File: config.mk
export PLATFORM = sky130hd
export DESIGN_NAME = mult
export DESIGN_NICKNAME = d
export VERILOG_FILES = /design/src/rtl/mult.sv
export SDC_FILE = /design/constraint.sdc
export NUM_CORES = 1
export LEC_CHECK = 0
export BUFFER_PORTS_ARGS = -buffer_cell sky130_fd_sc_hd__buf_2
export CORE_ASPECT_RATIO = 0.9
export CORE_MARGIN = 4
export CORE_UTILIZATION = 40
export DETAILED_ROUTE_END_ITERATION = 8
export SYNTH_ARGS = -nofsm -noshare
export SYNTH_HDL_FRONTEND = slang
export SYNTH_SLANG_ARGS = --single-unit
File: constraint.sdc
create_clock -name clk -period 3.8 [get_ports clk]
set_clock_uncertainty 0.2 [all_clocks]
set_input_delay 0.19 -clock clk [delete_from_list [all_inputs] [get_ports clk]]
set_output_delay 0.19 -clock clk [all_outputs]
set_load 0.01 [all_outputs]
File: src/rtl/mult.sv
// mult: iterative radix-2 Booth multiplier producing a 2*WIDTH-bit product in HI/LO
module mult #(
    parameter int WIDTH = 32
) (
    input  logic             clk,
    input  logic             reset,
    input  logic             multControl,
    input  logic             signedOp,
    input  logic [WIDTH-1:0] aInput,
    input  logic [WIDTH-1:0] bInput,
    output logic [WIDTH-1:0] HI,
    output logic [WIDTH-1:0] LO,
    output logic             ok
);
    localparam int CW = $clog2(WIDTH + 1);
    typedef enum logic [1:0] {IDLE, RUN, DONE} state_t;
    state_t           state_q, state_d;
    logic [WIDTH+1:0] acc_q, acc_d, m_ext, sum;
    logic [WIDTH:0]   m_q, m_d, q_q, q_d;
    logic             qm1_q, qm1_d;
    logic [CW-1:0]    cnt_q, cnt_d;
    logic [WIDTH-1:0] hi_q, hi_d, lo_q, lo_d;
    logic             ok_q, ok_d;
    // Booth add/subtract on the accumulator, then the next-state/control decisions
    always_comb begin
        m_ext   = {m_q[WIDTH], m_q};
        sum     = (q_q[0] & ~qm1_q) ? acc_q - m_ext :
                  (~q_q[0] & qm1_q) ? acc_q + m_ext : acc_q;
        state_d = state_q;
        acc_d   = acc_q;
        m_d     = m_q;
        q_d     = q_q;
        qm1_d   = qm1_q;
        cnt_d   = cnt_q;
        hi_d    = hi_q;
        lo_d    = lo_q;
        ok_d    = ok_q;
        case (state_q)
            IDLE: if (multControl) begin
                m_d     = {signedOp & aInput[WIDTH-1], aInput};
                q_d     = {signedOp & bInput[WIDTH-1], bInput};
                acc_d   = '0;
                qm1_d   = 1'b0;
                cnt_d   = CW'(WIDTH);
                state_d = RUN;
                ok_d    = 1'b0;
            end
            RUN: begin
                acc_d = {sum[WIDTH+1], sum[WIDTH+1:1]};
                q_d   = {sum[0], q_q[WIDTH:1]};
                qm1_d = q_q[0];
                cnt_d = cnt_q - 1'b1;
                if (cnt_q == '0) begin
                    // low 2*WIDTH bits of the shifted {acc, Q} pair
                    {hi_d, lo_d} = {sum[WIDTH-1:0], q_q[WIDTH:1]};
                    state_d      = DONE;
                    ok_d         = 1'b1;
                end
            end
            DONE: if (!multControl) state_d = IDLE;
            default: state_d = IDLE;
        endcase
    end
    // state registers with synchronous reset clearing everything back to idle
    always_ff @(posedge clk) begin
        if (reset) begin
            state_q <= IDLE;
            acc_q   <= '0;
            m_q     <= '0;
            q_q     <= '0;
            qm1_q   <= 1'b0;
            cnt_q   <= '0;
            hi_q    <= '0;
            lo_q    <= '0;
            ok_q    <= 1'b1;
        end else begin
            state_q <= state_d;
            acc_q   <= acc_d;
            m_q     <= m_d;
            q_q     <= q_d;
            qm1_q   <= qm1_d;
            cnt_q   <= cnt_d;
            hi_q    <= hi_d;
            lo_q    <= lo_d;
            ok_q    <= ok_d;
        end
    end
    assign HI = hi_q;
    assign LO = lo_q;
    assign ok = ok_q;
endmodule

# Word level (Yosys, flattened, before mapping)
# Index checks and enable logic that the tools add are counted.
# W data, S select, Z words.
totals:
  regBits: 174
  output_inout_bits: 65
  ram_bits: 0
  inputBits: 68
  word_cells: 47
  latchBits: 0
  romBits: 0
  n_memories: 0
op_classes:
  n_mux: 16
  shift: 0
  n_reduce_logical: 8
  n_addsub: 3
  n_div: 0
  order_cmp: 0
  bitwise: 6
  eq_ne: 5
  mul: 0
op_table:
  columns: ["cell", "n"]
  rows:
  - ["$mux W34", 3]
  - ["$pmux W34 S2", 1]
  - ["$pmux W33 S2", 1]
  - ["$add A34 B34 Y34", 1]
  - ["$sub A34 B34 Y34", 1]
  - ["$mux W33", 1]
  - ["$pmux W6 S2", 1]
  - ["$logic_not A6 Y1", 1]
  - ["$mux W2", 3]
  - ["$mux W6", 1]
  - ["$ne A2 B2 Y1 const B", 3]
  - ["$pmux W2 S3", 1]
  - ["$reduce_and A2 Y1", 3]
  - ["$reduce_and A3 Y1", 2]
  - ["$sub A6 B1 Y6 const B", 1]
  - ["$and A1 B1 Y1", 4]
  - ["$pmux W1 S2", 2]
  - ["$eq A2 B1 Y1 const B", 1]
  - ["$eq A2 B2 Y1 const B", 1]
  - ["$logic_not A2 Y1", 1]
  - ["$mux W1", 2]
  - ["$not A1 Y1", 2]
  - ["$reduce_bool A2 Y1", 1]

# Logic depth before layout (Yosys ltp)
# Gate-level depths: netlist (run 1).
depth:
  ltp_word: 5
  ltp_mapped: 12
  mapped_depth_nobuf: 12

# Least setup slack after synthesis (run 1)
# OpenSTA, ideal clock, no wires.
synth_path:
  kind: "reg2reg"
  from: "reg acc_q[0]"
  to: "reg hi_q[16], in the netlist HI[16]"
  setup_ns: 0.070
  path_stages_with_launch: 13
  required_ns: 3.530
  arrival_time_ns: 2.762
  n_path_buf: 0
  setup_slack_ns: 0.767
  cell_sequence: "dfxtp_1 inv_1 ha_1 fa_1 nor2b_1 o2111a_1 o211a_1 nor2_1 o41ai_1 xnor2_1 nor2_1 or4_1 a21oi_1"
synth_via:
  elab_chain_len: 3
synth_lines:
  columns: ["item", "line_no", "rtl"]
  rows:
  - ["from (decl)", "18", "logic [WIDTH+1:0] acc_q, acc_d, m_ext, sum;"]
  - ["from (signal assigned)", "68", "acc_q <= '0;"]
  - ["from (signal assigned)", "78", "acc_q <= acc_d;"]
  - ["$add A34 B34 Y34", "28", "(~q_q[0] & qm1_q) ? acc_q + m_ext : acc_q;"]
  - ["$mux W34", "28", null]
  - ["$mux W34 (*)", "27", "sum = (q_q[0] & ~qm1_q) ? acc_q - m_ext :"]
  - ["to (signal assigned)", "83", "hi_q <= hi_d;"]
  - ["to (decl)", "22", "logic [WIDTH-1:0] hi_q, hi_d, lo_q, lo_d;"]
# Mark *: on every way between the ends. The rest lies on a longest branch, timed or not.
# A chain may end at the register's enable or synchronous reset.

# Worst setup path after layout (run 1)
layout_path:
  from: "reg m_q[16]"
  to: "reg acc_q[30]"
layout_via:
  elab_chain_len: 4
layout_lines:
  columns: ["item", "line_no", "rtl"]
  rows:
  - ["from (decl)", "19", "logic [WIDTH:0] m_q, m_d, q_q, q_d;"]
  - ["from (signal assigned)", "79", "m_q <= m_d;"]
  - ["$add A34 B34 Y34", "28", null]
  - ["$mux W34", "28", null]
  - ["$mux W34 (*)", "27", null]
  - ["$pmux W34 S2 (*)", "38", "case (state_q)"]
# Marked as above.

==> results of run 1 <==
## critical path, cell delays in order (launching register included)
cell and delay (ps):
dfxtp_1 360, inv_1 50, ha_1 470, inv_1 220, a21oi_1 120, o31ai_1 450
a41o_1 220, o31ai_4 100, o31ai_1 540, mux2_4 350, nor3_2 190, a22o_1 150
## layout by cell type (no fill, tap or decap), drive strengths merged, types with 9 or more instances in the layout
cell,Yosys,layout
dfxtp,173,173
o2111ai,9,9
nand2,222,222
nor2b,27,27
buf,24,170
nor2,160,160
o211ai,9,9
nand2b,11,11
a221oi,9,9
o31ai,16,16
nor4,10,10
a211oi,17,17
ha,67,67
o21bai,13,13
inv,88,95
clkbuf,78,17
a21o,14,14
xnor2,44,44
nand3,21,21
o21ai,83,83
a2111oi,17,17
a21oi,211,211
o221a,17,17
dlygate4sd3,0,51
a22o,11,11
nor3,19,19
## state kept, by name, indices dropped and copies added (netlist names)
name     flops
LO          32
ok           1
HI          32
m_q         33
qm1_q        1
cnt_q        6
state_q      2
q_q         33
acc_q       33
## cell type report
cell class,instances,area [µm²]
multi-input cells,1125,6824
repair buffers,221,1471
clock buffers,17,425.4
well taps,354,442.9
flip-flops and latches,173,3465
clock inverters,15,151.4
fillers,2830,13980
inverters,90,337.8
## worst max-delay path by stage
stage | endpoint | depth (start not counted)
finish | acc_q[30]$_SDFFE_PP0P_ | 11
global route | acc_q[30]$_SDFFE_PP0P_ | 11
CTS | acc_q[30]$_SDFFE_PP0P_ | 11
detailed placement | acc_q[30]$_SDFFE_PP0P_ | 11
global placement | acc_q[31]$_SDFFE_PP0P_ | 10
floorplan | HI[16]$_SDFFE_PP0P_ | 12
## metal layers
layer  wire length, µm  up-vias  global-route usage [%]
li1                  -     5507                       -
met1             17680     5390                   33.95
met2             16160      329                   37.21
met3              2063       40                   3.920
met4               683        0                   6.093
met5                 0        -                       0
## metrics by stage
stage | cells | worst slack (ps)
after global routing | 1995 | 82.74
final | 1995 | 329.9
after detailed placement | 1912 | 370.9
after floorplan | 1490 | 767.3
after global placement | 1912 | 423.9
after CTS | 1995 | 332.1
## kinds of logic after synthesis
group                      share of synthesized area (%)
AOI/OAI and AO/OA                                  29.29
and+or+nand+nor                                    20.07
adders and majority gates                          7.961
buffers and inverters                              6.872
muxes                                             0.6804
xor gates and xnor gates                           3.731
DFF                                                31.39
## report_power, final
part	switching, mW	internal (mW)
Clock	0.867	0.874
Combinational	1.54	0.914
Sequential	0.161	2.01
==> flow_summary.yaml, run 1 <==
status:
  status: "completed"
detailed_routing:
  drcViolationCount: 0
  avgViaCountPerCell: 5.647
  wirelength_um: 36590
  drtAntennaViolNets: 0
  dr.first_iter.drc_count: 1106
  wl_per_cell_um: 18.34
  num_vias: 11266
  drt_pass1_iterations: 5
finish:
  antenna_cells: 0
  nets: 1765
  fin_area_um2: 13120
  drive_gt1_share_pct: 14.81
  post-route-util_pct: 48.40
  areaGrowthSynthToFinish_pct: 18.89
clock_tree:
  post_cts_buffers: 0
  cts.sinks: 173
  cts_resized: 0
  insertion_delay_ps: 440
  htreeDepth: 4
  root_buffer: "clkbuf_16"
  cts_buffers: 17
  clk_path_buf_depth: 2
  path_clk_slew_ps: 80
  ctsHoldBuffers: 51
  cts_tree: "yes"
yosys:
  syn_inst: 1490
  ys_ff_latch: 173
  synth.most_common_cell: "nand2_1"
  synth_edf_count: 0
  yosysTopAreaCellShare_pct: 31.39
  syn_nets: 1627
  synth.avg_cell_area_um2: 7.405
  synthDistinctLibCells: 79
  synth_common_cells: "221 x nand2_1, 210 x a21oi_1, 173 x dfxtp_1"
  synth_area_um2: 11030
  yosysTopAreaCell: "dfxtp_1"
  yosysSeqAreaShare_pct: 31.39
  synth.area.top_cells: "dfxtp_1 31%, a21oi_1 9.5%, ha_1 7.6%"
  yosys_warnings: 0
  synth_ff_type: "dfxtp_1"
  async_flop_share_pct: 0
setup_path:
  reg2reg_depth: 11
  critPathLaunch: "m_q[16]$_SDFFE_PP0P_"
  end_kind: "flip-flop"
  crit_type: "reg -> reg"
  r2r-start: "m_q[16]$_SDFFE_PP0P_"
  crit_fanout: 11
  cp-start-kind: "flip-flop"
  cp.required_ps: 3990
  reg2reg_to: "acc_q[30]$_SDFFE_PP0P_"
  ff2ff_setup_slack_ps: 330
  worst_ep_arrival_time_ps: 3660
min_path:
  whs_endpoint: "q_q[7]$_SDFFE_PP0P_"
  worstHoldPathCells: 5
  worstHoldStart: "bInput[7]"
  hold_class: "in -> reg"
floorplanning:
  die_h_um: 165.6
  rows: 57
  die-area_um2: 30310
  start_util_pct: 40.71
  core-area_um2: 27100
  ios: 133
  die_w_um: 183.1
sta:
  tns_ps: 0
  finalHoldViolCount: 0
  min_period_ps: 3470
  slew_headroom_pct: 40.79
  tightest_slew_ps: 884.9
  slew_violations: 0
  post-route-period-util_pct: 91.32
  max_freq_mhz: 288.2
  setup_viol: 0
  rsz0062_at_grt: "false"
  hold_slack_ps: 7.745
global_route:
  gr-total-overflow: 0
  grt_max_degree: 73
  antenna_found_initial: 0
  track_usage_pct: 23.71
  grt_pass1_vias: 10447
  grt_pass1_wl_um: 57640
placed_design:
  hpwlAfterDp_um: 26110
  gp_congestion: 0.9708
  io_buffers: 132
  placed_area_um2: 12030
power_and_ir_drop:
  p_per_area_nw_per_um2: 485.2
  power.total_mw: 6.364
  irDropWorstVdd_mv: 0.3750
  p_leak_nw: 5.663
job:
  max_cap_violations: 0
Power figures use the tool's default switching activity.
==> inputs of run 2 (changes only) <==
Settings changed: RECOVER_POWER set to 50, SKIP_LAST_GASP set to 1.
==> flow_summary.yaml, run 2 (synthesized netlist as in run 1, its figures left out) <==
finish:
  top_regs: "acc_q: 33 flops, m_q: 33 flops, q_q: 33 flops"
  layout.cells.non_filler: 1995
  mostFrequentLayoutCells: "220 x nand2_1, 210 x a21oi_1, 173 x dfxtp_1, 158 x nor2_1, 88 x inv_1"
  areaGrowthSynthToFinish_pct: 18.01
  layout_commonest_cell: "nand2_1"
  multiInputGateArea_um2: 6822
  nets: 1765
  ff_latch_area_um2: 3463
  drive_gt1_share_pct: 10.60
  antenna_cells: 0
  num-fill-cells: 2857
detailed_routing:
  avgViaCountPerCell: 5.648
  wirelength_um: 36700
  drcViolationCount: 0
  wl_per_cell_um: 18.39
  num_vias: 11268
  drt_pass1_iterations: 5
  dr.first_iter.drc_count: 1076
  drtAntennaViolNets: 0
clock_tree:
  cts_buffers: 17
  cts.sinks: 173
  clk_path_buf_depth: 2
  cts_resized: 0
  path_clk_slew_ps: 80
  htreeDepth: 4
  post_cts_buffers: 0
  root_buffer: "clkbuf_16"
  insertion_delay_ps: 440
  cts_tree: "yes"
floorplanning:
  die_w_um: 183.1
  core-area_um2: 27100
  die_h_um: 165.6
  start_util_pct: 40.71
  rows: 57
  ios: 133
  die-area_um2: 30310
power_and_ir_drop:
  p_leak_nw: 5.373
  p_per_area_nw_per_um2: 488.4
  irDropWorstVdd_mv: 0.3778
setup_path:
  crit_type: "reg -> reg"
  end_kind: "flip-flop"
  path_buf_inv: 3
  worst_ep_arrival_time_ps: 3720
  crit_fanout: 66
  path_cells: "clkbuf_2, nand2b_1, clkbuf_1, nor2_1, buf_4, o221ai_1, nor3_1, a22o_1"
  crit_family: "buffers and inverters"
  cp-start-kind: "flip-flop"
  path_depth: 8
  max_stage_delay_ps: 1010
  cp.required_ps: 3940
  cpMaxStageDelayCell: "clkbuf_1"
  reg2reg_depth: 8
global_route:
  antenna_found_initial: 0
  grt_pass1_vias: 10447
  grt_max_degree: 73
  track_usage_pct: 23.71
  gr-total-overflow: 0
  grt_pass1_wl_um: 57640
sta:
  tightest_slew_ps: 1343
  min_period_ps: 3582
  slew_violations: 0
  finalHoldViolCount: 0
  rsz0062_at_grt: "false"
  tns_ps: 0
  post-route-period-util_pct: 94.25
  max_freq_mhz: 279.2
  setup_viol: 0
  slew_headroom_pct: 10.45
placed_design:
  dp.cells: 1912
  io_buffers: 132
  gp_congestion: 0.9708
  hpwlAfterDp_um: 26110
job:
  max_cap_violations: 0
min_path:
  hold_class: "in -> reg"
  worstHoldPathCells: 5
status:
  status: "completed"
[run 2: worst paths after layout]
| path | from | to | slack, ps |
|---|---|---|---|
| hold / removal | bInput[25] | q_q[25]$_SDFFE_PP0P_ | 9 |
| setup reg to reg | state_q[1]$_SDFFE_PP0P_ | acc_q[31]$_SDFFE_PP0P_ | 220 |
| setup / recovery | state_q[1]$_SDFFE_PP0P_ | acc_q[31]$_SDFFE_PP0P_ | 220 |
| hold reg to reg | ok$_SDFFE_PP1P_ | ok$_SDFFE_PP1P_ | 250 |
[run 2: what timing repair did]
action                                  4_1_cts  5_1_grt
endpoints found under the setup margin        0        0
hold buffers                                 51        0
endpoints found under the hold margin        52        0
[run 2: stage by stage]
| stage | area [µm²] | hold WS, ps | utilization [%] | power (mW) | setup slack [ps] |
|---|---|---|---|---|---|
| after CTS | 13120 | 0.2687 | 48.40 | 6.393 | 332.1 |
| after detailed placement | 12030 | 231.4 | 44.39 | 4.596 | 370.9 |
| final | 13020 | 8.562 | 48.04 | 6.359 | 218.4 |
| after floorplan | 11030 | 126.0 | - | 3.851 | 767.3 |
| after global routing | 13020 | 24.98 | 48.04 | 6.737 | 81.35 |
| after global placement | 12030 | 231.3 | 44.39 | 4.582 | 423.9 |
[run 2: worst register-to-register path: cells and delay by family, from the launching register on]
kind	cells	cell delay [ps]
AO/OA/AOI/OAI	2	290
flip-flops	1	330
buffers and inverters	3	2180
AND/OR/NAND/NOR	3	480
[run 2: power by group]
| group | switching, mW | internal, mW | leakage, nW |
|---|---|---|---|
| Combinational | 1.55 | 0.896 | 3.68 |
| Sequential | 0.161 | 2.01 | 1.41 |
| Clock | 0.873 | 0.874 | 0.276 |
| Total | 2.58 | 3.78 | 5.37 |
[run 2: per-layer routing]
metal,global-route usage (%),part of all wire (%),wire (µm),vias up
met2,37.21,44,16280,348
met1,33.95,48,17600,5374
met3,3.920,5.9,2157,34
met4,6.093,1.8,663,0
li1,-,-,-,5512
met5,0,0,0,-
[run 2: cell type report]
cell class	instances	share of cell area [%]
well taps	354	3.402
inverters	90	2.595
multi-input cells	1125	52.39
clock inverters	15	1.163
clock buffers	17	3.267
repair buffers	221	10.58
flip-flops and latches	173	26.60
